### config.mk
export PLATFORM = sky130hd
export DESIGN_NAME = audio_scope_capture
export DESIGN_NICKNAME = d
export VERILOG_FILES = /design/src/rtl/audio_pkg.sv /design/src/rtl/i2s_rx_word.sv /design/src/rtl/audio_scope_capture.sv
export SDC_FILE = /design/constraint.sdc
export NUM_CORES = 1
export LEC_CHECK = 0
export CAP_MARGIN = 10
export CORE_ASPECT_RATIO = 0.8
export CORE_MARGIN = 2
export CORE_UTILIZATION = 40
export DETAILED_ROUTE_END_ITERATION = 12
export REMOVE_ABC_BUFFERS = 1
export SETUP_SLACK_MARGIN = 0.2
export SLEW_MARGIN = 25
export SYNTH_ARGS = -nofsm -noshare
export SYNTH_HDL_FRONTEND = slang
export SYNTH_SLANG_ARGS = --single-unit
### constraint.sdc
create_clock -name i_clk -period 3.55 [get_ports i_clk]
set_clock_uncertainty 0.2 [all_clocks]
set_input_delay 0.8875 -clock i_clk [delete_from_list [all_inputs] [get_ports i_clk]]
set_output_delay 0.8875 -clock i_clk [all_outputs]
set_load 0.02 [all_outputs]
### src/rtl/audio_pkg.sv
// Shared types and widths for the audio scope capture path.
package audio_pkg;

  localparam int unsigned DATA_W = 16;

  typedef enum logic [1:0] {
    TRIG_FREE,
    TRIG_ARMED,
    TRIG_CAPTURE,
    TRIG_HOLDOFF
  } trig_state_t;

  typedef enum logic {
    RX_IDLE,
    RX_SHIFT
  } rx_state_t;

endpackage

### src/rtl/i2s_rx_word.sv
// I2S left-channel word receiver: LRCK edge detect, MSB-first shift register,
// completion strobe and aborted-word error pulse.
module i2s_rx_word
  import audio_pkg::*;
#(
  parameter int unsigned DATA_W = audio_pkg::DATA_W
) (
  input  logic              i_clk,
  input  logic              i_rst,
  input  logic              i_lrck,
  input  logic              i_dat,
  output logic [DATA_W-1:0] o_word,
  output logic              o_word_stb,
  output logic              o_word_err
);

  localparam int unsigned CNT_W = $clog2(DATA_W + 1);
  localparam logic [CNT_W-1:0] LAST_BIT = CNT_W'(DATA_W - 1);

  rx_state_t         state_q, state_d;
  logic              lrck_q, lrck_d;
  logic [CNT_W-1:0]  bit_cnt_q, bit_cnt_d;
  logic [DATA_W-1:0] shreg_q, shreg_d;
  logic              word_stb_q, word_stb_d;
  logic              word_err_q, word_err_d;
  logic              lrck_fall_c, lrck_rise_c;

  assign lrck_fall_c = lrck_q & ~i_lrck;
  assign lrck_rise_c = ~lrck_q & i_lrck;

  always_ff @(posedge i_clk) begin
    if (i_rst) begin
      state_q    <= RX_IDLE;
      lrck_q     <= 1'b0;
      bit_cnt_q  <= '0;
      shreg_q    <= '0;
      word_stb_q <= 1'b0;
      word_err_q <= 1'b0;
    end else begin
      state_q    <= state_d;
      lrck_q     <= lrck_d;
      bit_cnt_q  <= bit_cnt_d;
      shreg_q    <= shreg_d;
      word_stb_q <= word_stb_d;
      word_err_q <= word_err_d;
    end
  end

  // The falling-edge cycle carries the I2S delay bit, so shifting starts on the next one.
  always_comb begin
    state_d    = state_q;
    lrck_d     = i_lrck;
    bit_cnt_d  = bit_cnt_q;
    shreg_d    = shreg_q;
    word_stb_d = 1'b0;
    word_err_d = 1'b0;
    unique case (state_q)
      RX_IDLE: begin
        if (lrck_fall_c) begin
          state_d   = RX_SHIFT;
          bit_cnt_d = '0;
        end
      end
      RX_SHIFT: begin
        if (lrck_fall_c || lrck_rise_c) begin
          word_err_d = 1'b1;
          bit_cnt_d  = '0;
          state_d    = lrck_fall_c ? RX_SHIFT : RX_IDLE;
        end else begin
          shreg_d   = {shreg_q[DATA_W-2:0], i_dat};
          bit_cnt_d = bit_cnt_q + CNT_W'(1);
          if (bit_cnt_q == LAST_BIT) begin
            word_stb_d = 1'b1;
            state_d    = RX_IDLE;
          end
        end
      end
      default: state_d = RX_IDLE;
    endcase
  end

  assign o_word     = shreg_q;
  assign o_word_stb = word_stb_q;
  assign o_word_err = word_err_q;

endmodule

### src/rtl/audio_scope_capture.sv
// Audio-side scope producer: I2S left-channel capture, pick decimation and
// free-run / rising-level trigger gating of samples sent to the display.
module audio_scope_capture
  import audio_pkg::*;
#(
  parameter int unsigned DATA_W     = audio_pkg::DATA_W,
  parameter int unsigned DECIM      = 4,
  parameter int unsigned FRAME_LEN  = 560,
  parameter int signed   TRIG_LEVEL = 0,
  parameter int unsigned HOLDOFF    = 64
) (
  input  logic                     i_clk,
  input  logic                     i_rst,
  input  logic                     i_adclrck,
  input  logic                     i_adcdat,
  input  logic                     i_trig_en,
  output logic                     o_sample_valid,
  output logic signed [DATA_W-1:0] o_audio_data,
  output logic                     o_frame_start,
  output logic                     o_armed,
  output logic                     o_word_err
);

  localparam int unsigned DEC_W = 8;
  localparam int unsigned FC_W  = $clog2(FRAME_LEN + 1);
  localparam int unsigned HO_W  = $clog2(HOLDOFF + 2);
  localparam logic signed [DATA_W-1:0] TRIG_LVL = DATA_W'(TRIG_LEVEL);

  logic [DATA_W-1:0]        rx_word;
  logic                     rx_word_stb;
  logic                     rx_word_err;
  logic signed [DATA_W-1:0] cur_c;

  trig_state_t              state_q, state_d;
  logic [DEC_W-1:0]         dec_cnt_q, dec_cnt_d;
  logic signed [DATA_W-1:0] prev_q, prev_d;
  logic [FC_W-1:0]          frame_cnt_q, frame_cnt_d;
  logic [HO_W-1:0]          hold_cnt_q, hold_cnt_d;
  logic                     sample_valid_q, sample_valid_d;
  logic signed [DATA_W-1:0] audio_data_q, audio_data_d;
  logic                     frame_start_q, frame_start_d;
  logic                     armed_q, armed_d;

  logic                     dec_stb_c;
  logic                     emit_c;
  logic [FC_W-1:0]          frame_nxt_c;
  logic [HO_W-1:0]          hold_nxt_c;
  trig_state_t              rearm_c, post_frame_c;

  i2s_rx_word #(
    .DATA_W (DATA_W)
  ) u_rx (
    .i_clk      (i_clk),
    .i_rst      (i_rst),
    .i_lrck     (i_adclrck),
    .i_dat      (i_adcdat),
    .o_word     (rx_word),
    .o_word_stb (rx_word_stb),
    .o_word_err (rx_word_err)
  );

  assign cur_c = $signed(rx_word);

  always_ff @(posedge i_clk) begin
    if (i_rst) begin
      state_q        <= TRIG_FREE;
      dec_cnt_q      <= '0;
      prev_q         <= '0;
      frame_cnt_q    <= '0;
      hold_cnt_q     <= '0;
      sample_valid_q <= 1'b0;
      audio_data_q   <= '0;
      frame_start_q  <= 1'b0;
      armed_q        <= 1'b0;
    end else begin
      state_q        <= state_d;
      dec_cnt_q      <= dec_cnt_d;
      prev_q         <= prev_d;
      frame_cnt_q    <= frame_cnt_d;
      hold_cnt_q     <= hold_cnt_d;
      sample_valid_q <= sample_valid_d;
      audio_data_q   <= audio_data_d;
      frame_start_q  <= frame_start_d;
      armed_q        <= armed_d;
    end
  end

  // Pick the first word of every DECIM-word group.
  always_comb begin
    dec_cnt_d = dec_cnt_q;
    dec_stb_c = 1'b0;
    if (rx_word_stb) begin
      dec_stb_c = (dec_cnt_q == '0);
      dec_cnt_d = (dec_cnt_q == DEC_W'(DECIM - 1)) ? '0 : dec_cnt_q + DEC_W'(1);
    end
  end

  // Trigger FSM; everything advances only on a decimated word.
  always_comb begin
    state_d        = state_q;
    prev_d         = prev_q;
    frame_cnt_d    = frame_cnt_q;
    hold_cnt_d     = hold_cnt_q;
    sample_valid_d = 1'b0;
    frame_start_d  = 1'b0;
    audio_data_d   = audio_data_q;
    emit_c         = 1'b0;
    frame_nxt_c    = frame_cnt_q + FC_W'(1);
    hold_nxt_c     = hold_cnt_q + HO_W'(1);
    rearm_c        = i_trig_en ? TRIG_ARMED : TRIG_FREE;
    post_frame_c   = (HOLDOFF == 0) ? rearm_c : TRIG_HOLDOFF;
    if (dec_stb_c) begin
      prev_d = cur_c;
      unique case (state_q)
        TRIG_FREE: begin
          emit_c = 1'b1;
          if (i_trig_en) state_d = TRIG_ARMED;
        end
        TRIG_ARMED: begin
          if (!i_trig_en) begin
            state_d = TRIG_FREE;
          end else if (prev_q < TRIG_LVL && cur_c >= TRIG_LVL) begin
            emit_c        = 1'b1;
            frame_start_d = 1'b1;
            frame_cnt_d   = FC_W'(1);
            hold_cnt_d    = '0;
            state_d       = (FRAME_LEN <= 1) ? post_frame_c : TRIG_CAPTURE;
          end
        end
        TRIG_CAPTURE: begin
          emit_c      = 1'b1;
          frame_cnt_d = frame_nxt_c;
          hold_cnt_d  = '0;
          if (frame_nxt_c == FC_W'(FRAME_LEN)) state_d = post_frame_c;
        end
        TRIG_HOLDOFF: begin
          hold_cnt_d = hold_nxt_c;
          if (hold_nxt_c == HO_W'(HOLDOFF)) state_d = rearm_c;
        end
        default: state_d = TRIG_FREE;
      endcase
    end
    if (emit_c) begin
      sample_valid_d = 1'b1;
      audio_data_d   = cur_c;
    end
    armed_d = (state_d == TRIG_ARMED);
  end

  assign o_sample_valid = sample_valid_q;
  assign o_audio_data   = audio_data_q;
  assign o_frame_start  = frame_start_q;
  assign o_armed        = armed_q;
  assign o_word_err     = rx_word_err;

endmodule

**Word-level counts from Yosys, hierarchy flattened**

Index checks and enable logic that the tools add are counted.

- Output and inout port bits: 20
- Input bits: 5
- Logic and storage cells: 83
- Register bits: 87

- Mux-type cells: 30
- Add/sub/neg operators: 4
- Bitwise logic cells: 8
- Magnitude comparators: 2
- Equality and inequality tests: 11
- Reduce and logical (&&, ||, !) cells: 13

Operator list:

| kind | count |
|---|---|
| 7-bit case mux with 3 select lines | 1 |
| 10-bit two-way mux | 2 |
| 10-bit case mux with 2 select lines | 1 |
| 16-bit by 1-bit greater-or-equal comparator with 1-bit output (second input constant) | 1 |
| 16-bit by 1-bit less-than comparator with 1-bit output (second input constant) | 1 |
| 7-bit two-way mux | 2 |
| 2-bit two-way mux | 6 |
| 1-bit two-way mux | 11 |
| 10-bit by 1-bit adder with 10-bit output (second input constant) | 1 |
| 10-bit equality test (second input constant) | 1 |
| 5-bit two-way mux | 2 |
| 5-bit case mux with 2 select lines | 1 |
| 8-bit by 1-bit adder with 8-bit output (second input constant) | 1 |
| 8-bit by 2-bit equality test with 1-bit output (second input constant) | 1 |
| 8-bit logical NOT | 1 |
| 8-bit two-way mux | 1 |
| 2-bit case mux with 4 select lines | 1 |
| 4-bit AND reduction | 2 |
| 7-bit by 1-bit adder with 7-bit output (second input constant) | 1 |
| 7-bit equality test (second input constant) | 1 |
| 1-bit inverter | 6 |
| 3-bit OR reduction | 2 |
| 5-bit by 1-bit adder with 5-bit output (second input constant) | 1 |
| 5-bit by 4-bit equality test with 1-bit output (second input constant) | 1 |
| 13 further kinds | 19 |

**Depth between registers and ports, before layout**

- Depth in word-level cells: 7
- Mapped depth: 8
- Gate-level depth less buffers: 7

**Cells and area by module**

A second synthesis with hierarchy kept.

- Cells, all modules: 382
- Area total of the unflattened synthesis: 3219.3 um^2

By module, submodules not included:

| module | area each (um^2) | sequential area each (um^2) | times used | cells each |
|---|---|---|---|---|
| audio_scope_capture | 2282.2 | 940.9 | 1 | 271 |
| i2s_rx_word | 937.1 | 500.5 | 1 | 111 |

**Worst setup path before layout**

Ideal clock, no wire load.

- Path type: input to register
- Start point: in i_adclrck
- End point: reg u_rx.shreg_q[13] (netlist: u_rx.o_word[13])
- Path slack: 1.218 ns
- Path buffers: 2
- Arrival time: 2.061 ns
- Required time: 3.280 ns
- Cell stages on the path: 7
- Setup time: 0.070 ns
- Cells stage by stage: inv_1 > ha_1 > nand2_1 > clkbuf_1 > buf_1 > nand2_1 > a21oi_1

- Word-level cells in the longest chain between the ends: 5
- Elaborated cells on any way between the ends: 6
- Classes of those cells: 4 x bitwise; 2 x reduce/logical

RTL lines:

| item | line | RTL |
|---|---|---|
| start: declaration | audio_scope_capture.sv:14 | `input logic i_adclrck,` |
| 1-bit inverter | i2s_rx_word.sv:28 | `assign lrck_fall_c = lrck_q & ~i_lrck;` |
| 1-bit bitwise AND | i2s_rx_word.sv:28 |  |
| 1-bit logical OR * | i2s_rx_word.sv:65 | `if (lrck_fall_c \|\| lrck_rise_c) begin` |
| 1-bit inverter (no source line) * | -- |  |
| 2-bit AND reduction (no source line) * | -- |  |
| end signal: assignment | i2s_rx_word.sv:43 | `shreg_q <= shreg_d;` |
| end: declaration | i2s_rx_word.sv:23 | `logic [DATA_W-1:0] shreg_q, shreg_d;` |

Every way passes the cells marked *; elsewhere a longest branch is shown, timed or not.
A chain may end at the register's enable or synchronous reset.

**Worst setup path after layout**

- Start point: in i_adclrck
- End point: reg u_rx.state_q

- Word-level cells in the longest chain between the ends: 5
- Elaborated cells on any way between the ends: 7
- Classes of those cells: 3 x mux; 3 x bitwise; 1 x reduce/logical

RTL lines:

| item | line | RTL |
|---|---|---|
| 1-bit inverter | i2s_rx_word.sv:28 |  |
| 1-bit bitwise AND | i2s_rx_word.sv:28 |  |
| 1-bit two-way mux or 1-bit logical OR (tied branches) | i2s_rx_word.sv:59, i2s_rx_word.sv:68, i2s_rx_word.sv:65 |  |
| 1-bit two-way mux | i2s_rx_word.sv:65 |  |
| 1-bit case mux with 2 select lines * | i2s_rx_word.sv:57 | `unique case (state_q)` |
| end signal: assignment | i2s_rx_word.sv:40 | `state_q <= state_d;` |
| end: declaration | i2s_rx_word.sv:20 | `rx_state_t state_q, state_d;` |

Marked as above.

==> impl_metrics.py <==
metrics = {
    "placed_design": {
        "dp_hpwl_mm": 4.14,
        "placement.cell_area_um2": 3410,
        "portBuffers": 24,
        "gp_routability_congestion": 0.813,
        "placed_cells": 477,
    },
    "final_layout": {
        "multi_input_area_um2": 1540,
        "area.growth.synth_to_final_pct": 17.6,
        "postLayoutCellArea_um2": 3620,
        "nFillCells": 721,
        "drive_above_1_share_pct": 7.22,
        "n_antenna_cell": 0,
        "sequential_cell_area_um2": 1440,
        "fin_nets": 395,
        "finalNonFillerCells": 493,
    },
    "grt": {
        "grt_antenna_before_repair": 0,
        "grt_pass1_wl_mm": 10.3,
        "grt_start_max_net_pins": 51,
        "gr_usage_total_pct": 15.7,
        "grt_overflow": 0,
        "vias_in_the_first_global_route": 2163,
    },
    "hold_path": {
        "worst_hold_path_type": "flip-flop to flip-flop",
    },
    "sta": {
        "hold_viol_final": 0,
        "post-route-period-util_pct": 71.5,
        "tns_ns": 0,
        "setup_repair_after_global_routing_missed_its_margin": "no",
        "relSlewSlack_pct": 52.6,
        "worst_pin_slew_ns": 0.703,
        "min_period_ns": 2.54,
        "setup_viol": 0,
        "timing_max_transition_violations_final": 0,
        "final.hold.worst_slack_ns": 0.272,
        "clock.fmax_ghz": 0.394,
    },
    "synthesis": {
        "synth_seq_cells": 72,
        "synth_flop_cell": "dfxtp_1",
        "synth-warning-count": 0,
        "netlist_instances": 360,
        "synth-async-reset-ratio_pct": 0,
        "synth_area_um2": 3080,
        "yosys.cell_types.count": 46,
        "avgSynthCellArea_um2": 8.55,
        "synth-edff-count": 0,
        "register_area_share_after_synthesis_pct": 46.8,
    },
    "setup_path": {
        "cp_cell_sequence": "clkdlybuf4s50_1 > inv_1 > ha_1 > and2_1 > buf_4 > nor2_1 > a211oi_1",
        "timing.critical_path.arrival_ns": 2.60,
        "critical_path.max_fanout": 12,
        "cp_slowest_cell": "clkdlybuf4s50_1",
        "worstPathRequired_ns": 3.61,
        "crit_path_end_kind": "flip-flop",
        "timing.critical_path.buf_inv": 3,
        "path_delay_family": "buffers and inverters",
        "startpoint_type": "primary input",
        "cpPeakStageDelay_ns": 0.45,
        "crit_type": "primary input to flip-flop",
    },
    "pwr": {
        "worst_ir_drop_vdd_mv": 0.173,
        "design_power_total_mw": 1.50,
        "cellPowerDensity_nw_per_um2": 414,
        "power.leakage_nw": 1.36,
    },
    "floorplan": {
        "chipWidth_um": 102,
        "core_area_um2": 7430,
        "die_area_um2": 8420,
        "start_util_pct": 41.5,
        "floorplan.die.height_um": 82.5,
        "num_rows": 28,
        "ioPinCount": 25,
    },
    "detailed_routing": {
        "postRouteWirelength_mm": 6.00,
        "final_routed_wire_length_divided_by_cell_count_um": 12.2,
        "final_antenna_net_count": 0,
        "via_count": 2481,
        "drc": 0,
        "drt-initial-drc-count": 150,
        "firstDrtPassIters": 5,
        "detail_route.vias_per_cell": 5.03,
    },
    "clocking": {
        "clock_root_buffer": "clkbuf_8",
        "numCtsBuffers": 9,
        "clkTransAtPathRegs_ns": 0.08,
        "buffer_count_from_post_cts_setup_fixing": 0,
        "holdBufCountCts": 0,
        "cts-resized-gates": 0,
        "clock_latency_ns": 0.35,
        "cts_buffer_depth": 2,
        "tritoncts_clock_tree": "done",
        "htreeDepth": 3,
        "clock_tree_sinks": 72,
    },
    "status": {
        "outcome": "finished clean",
    },
    "flow_run": {
        "cap_viol_max_count": 0,
    },
}
[layer usage]
| layer | routed length [um] | GRT usage (%) |
|---|---|---|
| met5 | 0 | 0 |
| met4 | 58 | 5.60 |
| met3 | 204 | 4.80 |
| met2 | 2420 | 21.1 |
| met1 | 3320 | 23.4 |
[stage by stage]
step / setup slack, ns / utilization, %
floorplan: 0.972 / -
global placement: 0.665 / 46.0
detailed placement: 0.610 / 46.0
CTS: 1.00 / 48.7
global route: 0.844 / 48.7
finish: 1.01 / 48.7
[synthesized netlist by cell type, drive strengths merged (7+ instances only)]
cell type / n / area share, %
nand3: 7 / 1.1
nor2: 50 / 6.2
a21oi: 36 / 5.9
ha: 7 / 2.8
xor2: 7 / 2.0
mux2i: 17 / 5.5
clkbuf: 12 / 1.5
inv: 8 / 0.98
o21ai: 9 / 1.5
dfxtp: 72 / 47
nand2: 56 / 6.9
[state kept, by name, indices dropped and copies added (netlist names)]
register,flops
o_armed,1
hold_cnt_q,7
u_rx.bit_cnt_q,5
u_rx.o_word_err,1
u_rx.o_word_stb,1
o_frame_start,1
u_rx.lrck_q,1
frame_cnt_q,10
dec_cnt_q,8
u_rx.state_q,1
state_q,2
prev_q,1
o_audio_data,16
u_rx.o_word,16
o_sample_valid,1
[worst reg2reg max path, cell delays in order (launching register included)]
cell     delay [ns]
dfxtp_1        0.36
or4_4          0.59
nor2_2         0.30
nand2_2        0.39
mux2i_1        0.27
nor2_1         0.05
[power by group]
group          internal [mW]  switching, mW
Combinational        0.00957         0.0235
Sequential             0.809        0.00177
Clock                  0.346          0.308
Total                   1.16          0.333
[cell type report]
class                      count  area share [%]
multi-input combinational    263            42.5
clock inverter                 6            1.87
inverter                       8           0.830
sequential                    72            39.8
timing repair buffer          29            7.54
clock buffer                  10            3.80
tap                          105            3.63
[path summary, 6_finish.rpt]
check | start | to | slack, ns | cells after the start
worst max-delay path | i_adclrck | u_rx.state_q | 1.01 | 7
worst min-delay path | u_rx.o_word[0] | u_rx.o_word[1] | 0.27 | 2
worst max register to register | dec_cnt_q[2] | o_audio_data[11] | 1.27 | 5
worst min register to register | u_rx.o_word[0] | u_rx.o_word[1] | 0.27 | 2
[cells in the final DEF (no fill, tap or decap), types with 7 or more instances in the layout]
| cell | n |
|---|---|
| a21oi_1 | 36 |
| clkbuf_8 | 10 |
| clkdlybuf4s50_1 | 23 |
| dfxtp_1 | 72 |
| ha_1 | 7 |
| inv_1 | 8 |
| mux2i_1 | 17 |
| nand2_1 | 55 |
| nand3_1 | 7 |
| nor2_1 | 49 |
| o21ai_0 | 9 |
| xor2_1 | 7 |
[logic make-up (layout without fill, tap and decap cells)]
logic type / after synthesis / in the layout / synth area share (%)
buffers and inverters: 25 / 53 / 3.21
DFF: 72 / 72 / 46.8
xor gates and xnor gates: 13 / 13 / 3.70
muxes: 17 / 17 / 5.53
adders and majority gates: 7 / 7 / 2.84
AOI/OAI and AO/OA: 71 / 71 / 14.1
and+or+nand+nor: 155 / 155 / 23.8
Note: power is estimated with default switching activity, not from simulation.
